**src/rtl/mem_arb_pkg.sv**
```systemverilog
// Shared definitions for the I/D-cache memory arbiter: default widths,
// FSM state encoding and the last-grant owner encoding used by round-robin.
package mem_arb_pkg;

    localparam int ADDR_W_DEF = 28;
    localparam int DATA_W_DEF = 128;

    typedef enum logic [1:0] {
        IDLE  = 2'd0,
        GNT_I = 2'd1,
        GNT_D = 2'd2
    } arb_state_e;

    typedef enum logic {
        OWNER_I = 1'b0,
        OWNER_D = 1'b1
    } owner_e;

endpackage

```
**src/rtl/mem_arb_if.sv**
```systemverilog
// Bus bundle between the two caches, the arbiter and the shared memory port.
// The arbiter connects through the slave modport; caches/memory use master.
interface mem_arb_if
#(
    parameter int ADDR_W = mem_arb_pkg::ADDR_W_DEF,
    parameter int DATA_W = mem_arb_pkg::DATA_W_DEF
);

    logic              i_mem_read;
    logic [ADDR_W-1:0] i_mem_addr;
    logic [DATA_W-1:0] i_mem_rdata;
    logic              i_mem_ready;

    logic              d_mem_read;
    logic              d_mem_write;
    logic [ADDR_W-1:0] d_mem_addr;
    logic [DATA_W-1:0] d_mem_wdata;
    logic [DATA_W-1:0] d_mem_rdata;
    logic              d_mem_ready;

    logic              mem_read;
    logic              mem_write;
    logic [ADDR_W-1:0] mem_addr;
    logic [DATA_W-1:0] mem_wdata;
    logic [DATA_W-1:0] mem_rdata;
    logic              mem_ready;

    modport slave (
        input  i_mem_read, i_mem_addr,
        output i_mem_rdata, i_mem_ready,
        input  d_mem_read, d_mem_write, d_mem_addr, d_mem_wdata,
        output d_mem_rdata, d_mem_ready,
        output mem_read, mem_write, mem_addr, mem_wdata,
        input  mem_rdata, mem_ready
    );

    modport master (
        output i_mem_read, i_mem_addr,
        input  i_mem_rdata, i_mem_ready,
        output d_mem_read, d_mem_write, d_mem_addr, d_mem_wdata,
        input  d_mem_rdata, d_mem_ready,
        input  mem_read, mem_write, mem_addr, mem_wdata,
        output mem_rdata, mem_ready
    );

endinterface

```
**src/rtl/mem_arb_pick.sv**
```systemverilog
// Combinational winner select between the I-cache and D-cache requests.
// On a tie the requester that did not win last time is chosen.
module mem_arb_pick (
    input  logic i_req,
    input  logic d_req,
    input  logic last_was_d,
    output logic grant_i,
    output logic grant_d
);

    always_comb begin
        grant_i = 1'b0;
        grant_d = 1'b0;
        if (i_req && d_req) begin
            if (last_was_d) begin
                grant_i = 1'b1;
            end else begin
                grant_d = 1'b1;
            end
        end else if (d_req) begin
            grant_d = 1'b1;
        end else if (i_req) begin
            grant_i = 1'b1;
        end
    end

endmodule

```
**src/rtl/mem_arbiter.sv**
```systemverilog
// Arbitrates one shared line-memory port between I-cache and D-cache.
// Define MEM_ARB_RR_EN for round-robin ties; default is fixed D-over-I priority.
module mem_arbiter
    import mem_arb_pkg::*;
#(
    parameter int ADDR_W = ADDR_W_DEF,
    parameter int DATA_W = DATA_W_DEF
) (
    input  logic     clk,
    input  logic     rst_n,
    mem_arb_if.slave bus
);

    arb_state_e        state_q;
    arb_state_e        state_d;

    logic              i_req;
    logic              d_req;
    logic              pick_i;
    logic              pick_d;
    logic              last_was_d;

    logic              rd_sel;
    logic              wr_sel;
    logic [ADDR_W-1:0] addr_sel;
    logic [DATA_W-1:0] wdata_sel;
    logic              i_ready;
    logic              d_ready;

    // A simultaneous read+write from the D-cache counts as one write request.
    assign i_req = bus.i_mem_read;
    assign d_req = bus.d_mem_read | bus.d_mem_write;

    mem_arb_pick u_pick (
        .i_req      (i_req),
        .d_req      (d_req),
        .last_was_d (last_was_d),
        .grant_i    (pick_i),
        .grant_d    (pick_d)
    );

`ifdef MEM_ARB_RR_EN
    owner_e last_grant_q;
    owner_e last_grant_d;

    always_comb begin
        last_grant_d = last_grant_q;
        if (state_q == IDLE) begin
            if (pick_d) begin
                last_grant_d = OWNER_D;
            end else if (pick_i) begin
                last_grant_d = OWNER_I;
            end
        end
    end

    always_ff @(posedge clk or negedge rst_n) begin
        if (!rst_n) begin
            last_grant_q <= OWNER_I;
        end else begin
            last_grant_q <= last_grant_d;
        end
    end

    assign last_was_d = (last_grant_q == OWNER_D);
`else
    assign last_was_d = 1'b0;
`endif

    // Grants end on mem_ready or when the owner withdraws its request.
    always_comb begin
        state_d = state_q;
        case (state_q)
            IDLE: begin
                if (pick_d) begin
                    state_d = GNT_D;
                end else if (pick_i) begin
                    state_d = GNT_I;
                end
            end
            GNT_I: begin
                if (bus.mem_ready || !i_req) begin
                    state_d = IDLE;
                end
            end
            GNT_D: begin
                if (bus.mem_ready || !d_req) begin
                    state_d = IDLE;
                end
            end
            default: state_d = IDLE;
        endcase
    end

    always_ff @(posedge clk or negedge rst_n) begin
        if (!rst_n) begin
            state_q <= IDLE;
        end else begin
            state_q <= state_d;
        end
    end

    always_comb begin
        rd_sel    = 1'b0;
        wr_sel    = 1'b0;
        addr_sel  = '0;
        wdata_sel = '0;
        i_ready   = 1'b0;
        d_ready   = 1'b0;
        case (state_q)
            GNT_I: begin
                rd_sel   = bus.i_mem_read;
                addr_sel = bus.i_mem_addr;
                i_ready  = bus.mem_ready;
            end
            GNT_D: begin
                wr_sel    = bus.d_mem_write;
                rd_sel    = bus.d_mem_read & ~bus.d_mem_write;
                addr_sel  = bus.d_mem_addr;
                wdata_sel = bus.d_mem_wdata;
                d_ready   = bus.mem_ready;
            end
            default: ;
        endcase
    end

    assign bus.mem_read    = rd_sel;
    assign bus.mem_write   = wr_sel;
    assign bus.mem_addr    = addr_sel;
    assign bus.mem_wdata   = wdata_sel;
    assign bus.i_mem_ready = i_ready;
    assign bus.d_mem_ready = d_ready;
    assign bus.i_mem_rdata = i_ready ? bus.mem_rdata : '0;
    assign bus.d_mem_rdata = d_ready ? bus.mem_rdata : '0;

endmodule
```
**src/flat_wrapper.sv**
```systemverilog
// flat-port wrapper written by rule: the top's interface ports become plain ports
module mem_arbiter_flat import mem_arb_pkg::*;
#(
    parameter int ADDR_W = ADDR_W_DEF,
    parameter int DATA_W = DATA_W_DEF
)
  (clk, rst_n, bus_i_mem_read, bus_i_mem_addr, bus_i_mem_rdata, bus_i_mem_ready, bus_d_mem_read, bus_d_mem_write, bus_d_mem_addr, bus_d_mem_wdata, bus_d_mem_rdata, bus_d_mem_ready, bus_mem_read, bus_mem_write, bus_mem_addr, bus_mem_wdata, bus_mem_rdata, bus_mem_ready);
  mem_arb_if #(.ADDR_W(ADDR_W), .DATA_W(DATA_W)) bus_i ();
  input  logic clk;
  input  logic rst_n;
  input wire logic [$bits(bus_i.i_mem_read)-1:0] bus_i_mem_read;
  input wire logic [$bits(bus_i.i_mem_addr)-1:0] bus_i_mem_addr;
  output wire logic [$bits(bus_i.i_mem_rdata)-1:0] bus_i_mem_rdata;
  output wire logic [$bits(bus_i.i_mem_ready)-1:0] bus_i_mem_ready;
  input wire logic [$bits(bus_i.d_mem_read)-1:0] bus_d_mem_read;
  input wire logic [$bits(bus_i.d_mem_write)-1:0] bus_d_mem_write;
  input wire logic [$bits(bus_i.d_mem_addr)-1:0] bus_d_mem_addr;
  input wire logic [$bits(bus_i.d_mem_wdata)-1:0] bus_d_mem_wdata;
  output wire logic [$bits(bus_i.d_mem_rdata)-1:0] bus_d_mem_rdata;
  output wire logic [$bits(bus_i.d_mem_ready)-1:0] bus_d_mem_ready;
  output wire logic [$bits(bus_i.mem_read)-1:0] bus_mem_read;
  output wire logic [$bits(bus_i.mem_write)-1:0] bus_mem_write;
  output wire logic [$bits(bus_i.mem_addr)-1:0] bus_mem_addr;
  output wire logic [$bits(bus_i.mem_wdata)-1:0] bus_mem_wdata;
  input wire logic [$bits(bus_i.mem_rdata)-1:0] bus_mem_rdata;
  input wire logic [$bits(bus_i.mem_ready)-1:0] bus_mem_ready;
  assign bus_i.i_mem_read = bus_i_mem_read;
  assign bus_i.i_mem_addr = bus_i_mem_addr;
  assign bus_i_mem_rdata = bus_i.i_mem_rdata;
  assign bus_i_mem_ready = bus_i.i_mem_ready;
  assign bus_i.d_mem_read = bus_d_mem_read;
  assign bus_i.d_mem_write = bus_d_mem_write;
  assign bus_i.d_mem_addr = bus_d_mem_addr;
  assign bus_i.d_mem_wdata = bus_d_mem_wdata;
  assign bus_d_mem_rdata = bus_i.d_mem_rdata;
  assign bus_d_mem_ready = bus_i.d_mem_ready;
  assign bus_mem_read = bus_i.mem_read;
  assign bus_mem_write = bus_i.mem_write;
  assign bus_mem_addr = bus_i.mem_addr;
  assign bus_mem_wdata = bus_i.mem_wdata;
  assign bus_i.mem_rdata = bus_mem_rdata;
  assign bus_i.mem_ready = bus_mem_ready;
  mem_arbiter #(.ADDR_W(ADDR_W), .DATA_W(DATA_W)) u_core (.clk(clk), .rst_n(rst_n), .bus(bus_i));
endmodule
```
**config.mk**
```make
export PLATFORM = sky130hd
export DESIGN_NAME = mem_arbiter_flat
export DESIGN_NICKNAME = d
export VERILOG_FILES = /design/src/rtl/mem_arb_pkg.sv /design/src/rtl/mem_arb_if.sv /design/src/rtl/mem_arb_pick.sv /design/src/rtl/mem_arbiter.sv /design/src/flat_wrapper.sv
export SDC_FILE = /design/constraint.sdc
export NUM_CORES = 1
export LEC_CHECK = 0
export ABC_AREA = 1
export CORE_AREA = 10 10 277 279
export CTS_CLUSTER_DIAMETER = 30
export DETAILED_ROUTE_END_ITERATION = 6
export DIE_AREA = 0 0 287 289
export HOLD_SLACK_MARGIN = 0.1
export PLACE_DENSITY = 0.3
export SLEW_MARGIN = 20
export SYNTH_ARGS = -nofsm -noshare
export SYNTH_HDL_FRONTEND = slang
export SYNTH_SLANG_ARGS = --single-unit
```
**constraint.sdc**
```tcl
create_clock -name clk -period 2.18 [get_ports clk]
set_input_delay 0.545 -clock clk [delete_from_list [all_inputs] [get_ports clk]]
set_output_delay 0.545 -clock clk [all_outputs]
set_load 0.02 [all_outputs]
```
==> summary.md <==
| Metric | Value |
|---|---|
| Slew @ Worst Pin | 0.299 ns |
| Peak VDD IR | 330 uV |
| Cell family with most CP delay | buffers and inverters |
| DR iter-0 viols | 234 |
| GRT overflow | 0 |
| DR vias/cell | around 3.0 |
| Fin crit period | approximately 2.4 ns |
| Routed WL per cell | 21.4 um |
| RD Place Congestion | slightly below 0.8 |
| Cell count after synthesis | roughly 810 |
| DR vias | 7615 |
| Cell mode on critical path | clkdlybuf4s50_1 |
| Crit Path Category | input port to output port |
| Most numerous cell in the Yosys netlist | inv_1 |
| Worst path required time | 1.63 ns |
| Post-synthesis register bit count | 2 |
| CP max stage cell | clkdlybuf4s50_1 |
| Die width | 287 um |
| HP Class | input port to async pin |
| Clk buf depth | 2 |
| Pwr Density | 663 nW/um^2 |
| Distinct cells, synth | 11 |
| Area grow syn2layout | 263% |
| Final cell count without fillers | 2537 |
| Syn Nets | 1135 |
| Rel. slew slack | 80.1% |
| Die Span Y | 289 um |
| Synth top area cells | inv_1, nor2_1, nand2_1 |
| Setup TNS | -22.33 ns |
| Crit path launch type | input port |
| Critical path cell sequence | clkdlybuf4s50_1 > nand2_1 > inv_1 > clkdlybuf4s50_1 |
| Post-synth top cells | inv_1, nor2_1, nand2_1, buf_2, a21oi_1 |
| Crit path largest cell delay | slightly above 0.6 ns |
| Global-route wire length before repair | a little under 70 mm |
| HPWL Detailed | between 40 and 50 mm |
| Total track usage | 11.8% |
| Tcrit/Tclk final | 108% |
| Die Area | 82900 um^2 |
| Critical Path Sink Type | output port |
| Final Hold Fails | 0 |
| Nets@finish | 1901 |
| Number of enable flip-flop cells after synthesis | 0 |
| Initial Utilization | 4.57% |
| Clk Latency, worst-skew pair | 0.22 ns |
| Max reg flops | 2 |
| Largest fanout on the critical path | 1 |
| Clock Pin Slew Worst Setup and Hold Paths | around 0.030 ns |
| Most used DFF post-synth | dfrtp_1 |
| Mean Syn Cell Area | 3.99 um^2 |
| Sequential area share after synthesis | ~1.5% |
| Num rows | 98 |
| Outcome | finished, violations left |
| Largest net degree at the start of global routing | 45 |
| Fmax achieved | 425 MHz |
| Final setup viols | between 200 and 300 |
| Most flops, register | u_core.state_q |
| Dpl cells | 2513 |
| Clock root buffer | clkbuf_16 |
| Synth area leader | inv_1 |
| FF-to-FF setup slack | 0.56 ns |
| Cts hold-fix bufs | 0 |
| Max H-tree Level | 1 |
| Final setup margin | -0.173 ns |
| RSZ-0062 raised after global routing | true |
| Worst path bufs/invs | 3 |
| TritonCTS clock tree | yes |
| I/O Buffers | 733 |
| Violated checks | setup timing |
| IO Count | 734 |
| Vias in the first global route | 7981 |
| P_leak | around 7 nW |
| Max_cap viols | 0 |
| Pins Over Slew Limit | 0 |
| Routed WL | 54.2 mm |
| Dpl cell area | 12300 um^2 |
| Initial antenna violation count | 41 |
| Final non-filler cell area | 11800 um^2 |
| Clk sinks | 2 |
| Layout cell share with drive strength beyond 1 | about 28% |
| Yosys top cell area share | 30.8% |
| Final Skew | about 0.00011 ns |
| Antenna viol nets, final | 0 |
| Yosys warnings | 0 |
| Pre-Repair DR Iteration Count | 4 |
| Top Registers | u_core.state_q: 2 flops |
| Core area | 71100 um^2 |
| Ys async rst share | 100% |
| DRC violations left | 0 |
| CTS Buf Count | 3 |
| Critical path arrival | between 1.5 and 2 ns |
| Synthesized cell area | 3250 um^2 |
==> worst reg2reg max path, stage by stage, from the launching register on <==
cell     delay (ns)
dfrtp_1        0.39
inv_1          0.10
ha_2           0.20
buf_6          0.12
buf_4          0.19
nand2_1        0.11
buf_4          0.14
nand3_1        0.06
nand2_1        0.07
nand3_1        0.07
nand2_1        0.06
==> layer usage <==
| layer | share of wire, % | GRT usage, % |
|---|---|---|
| met1 | 39 | 13.3 |
| met5 | 0.22 | 0 |
| met2 | 48 | 20.6 |
| met4 | 1.3 | 1.36 |
| met3 | 11 | 5.41 |
==> final timing paths <==
path / start / endpoint / cells after the start
worst max-delay path: bus_d_mem_wdata[96] / bus_mem_wdata[96] / 4
worst min-delay path: rst_n / u_core.state_q[0] / 1
worst max register to register: u_core.state_q[1] / u_core.state_q[1] / 10
worst min register to register: u_core.state_q[1] / u_core.state_q[1] / 3
max in group asynchronous: rst_n / u_core.state_q[1] / 1
min in group clk: u_core.state_q[1] / u_core.state_q[1] / 3
==> stage by stage <==
| step | utilization [%] | power, mW | worst slack (ns) | hold slack, ns |
|---|---|---|---|---|
| floorplan | - | 3.37 | 0.267 | 0.249 |
| global placement | 17.2 | 7.95 | -0.777 | 0.512 |
| detailed placement | 17.2 | 7.93 | -0.787 | 0.524 |
| CTS | 17.1 | 7.78 | -0.248 | 0.499 |
| global route | 16.6 | 8.43 | -0.237 | 0.501 |
| finish | 16.6 | 7.82 | -0.173 | 0.498 |
==> layout make-up <==
class | instances | area [um^2]
flip-flops and latches | 2 | 50.0
repair buffers | 813 | 7390
fillers | 8440 | 59300
diodes | 9 | 22.5
inverters | 267 | 1000
well taps | 950 | 1190
multi-input cells | 493 | 2070
clock buffers | 3 | 75.1
==> logic make-up after synthesis <==
kind of cell,after synthesis,share of synthesized area (%)
fa+ha+maj,3,1.15
flops,2,1.54
compound gates,29,4.46
buf+inv,319,39.3
simple gates,461,53.5
==> power by group <==
group          leakage (nW)  switching, mW  internal [mW]  total [mW]
registers            0.0258         0.0110         0.0493      0.0602
logic                  6.92           4.40           3.09        7.49
clock network        0.0370         0.0413          0.233       0.275
total                  6.98           4.45           3.37        7.82
==> timing repair <==
item	CTS	global route
setup buffers	7	0
pin swaps	2	1
gates cloned	3	4
resized for setup	891	544
setup endpoints to repair	407	403
==> layout by cell type (no fill, tap or decap), types with 5 or more instances in the layout <==
cell type | synthesis | final
dlygate4sd2_1 | 0 | 71
clkdlybuf4s15_2 | 0 | 15
clkdlybuf4s50_1 | 0 | 317
a21oi_1 | 29 | 24
buf_4 | 5 | 189
buf_6 | 1 | 33
clkbuf_16 | 0 | 6
buf_2 | 44 | 76
nand3_1 | 8 | 8
nor2_1 | 258 | 235
inv_1 | 267 | 265
clkdlybuf4s15_1 | 0 | 26
nor2_4 | 0 | 7
buf_12 | 0 | 24
clkbuf_2 | 0 | 52
nand2_1 | 195 | 193
buf_16 | 0 | 6
diode_2 | 0 | 9
a21oi_2 | 0 | 5
nor2_2 | 0 | 16
No activity file was read; power rests on OpenSTA's default activity.
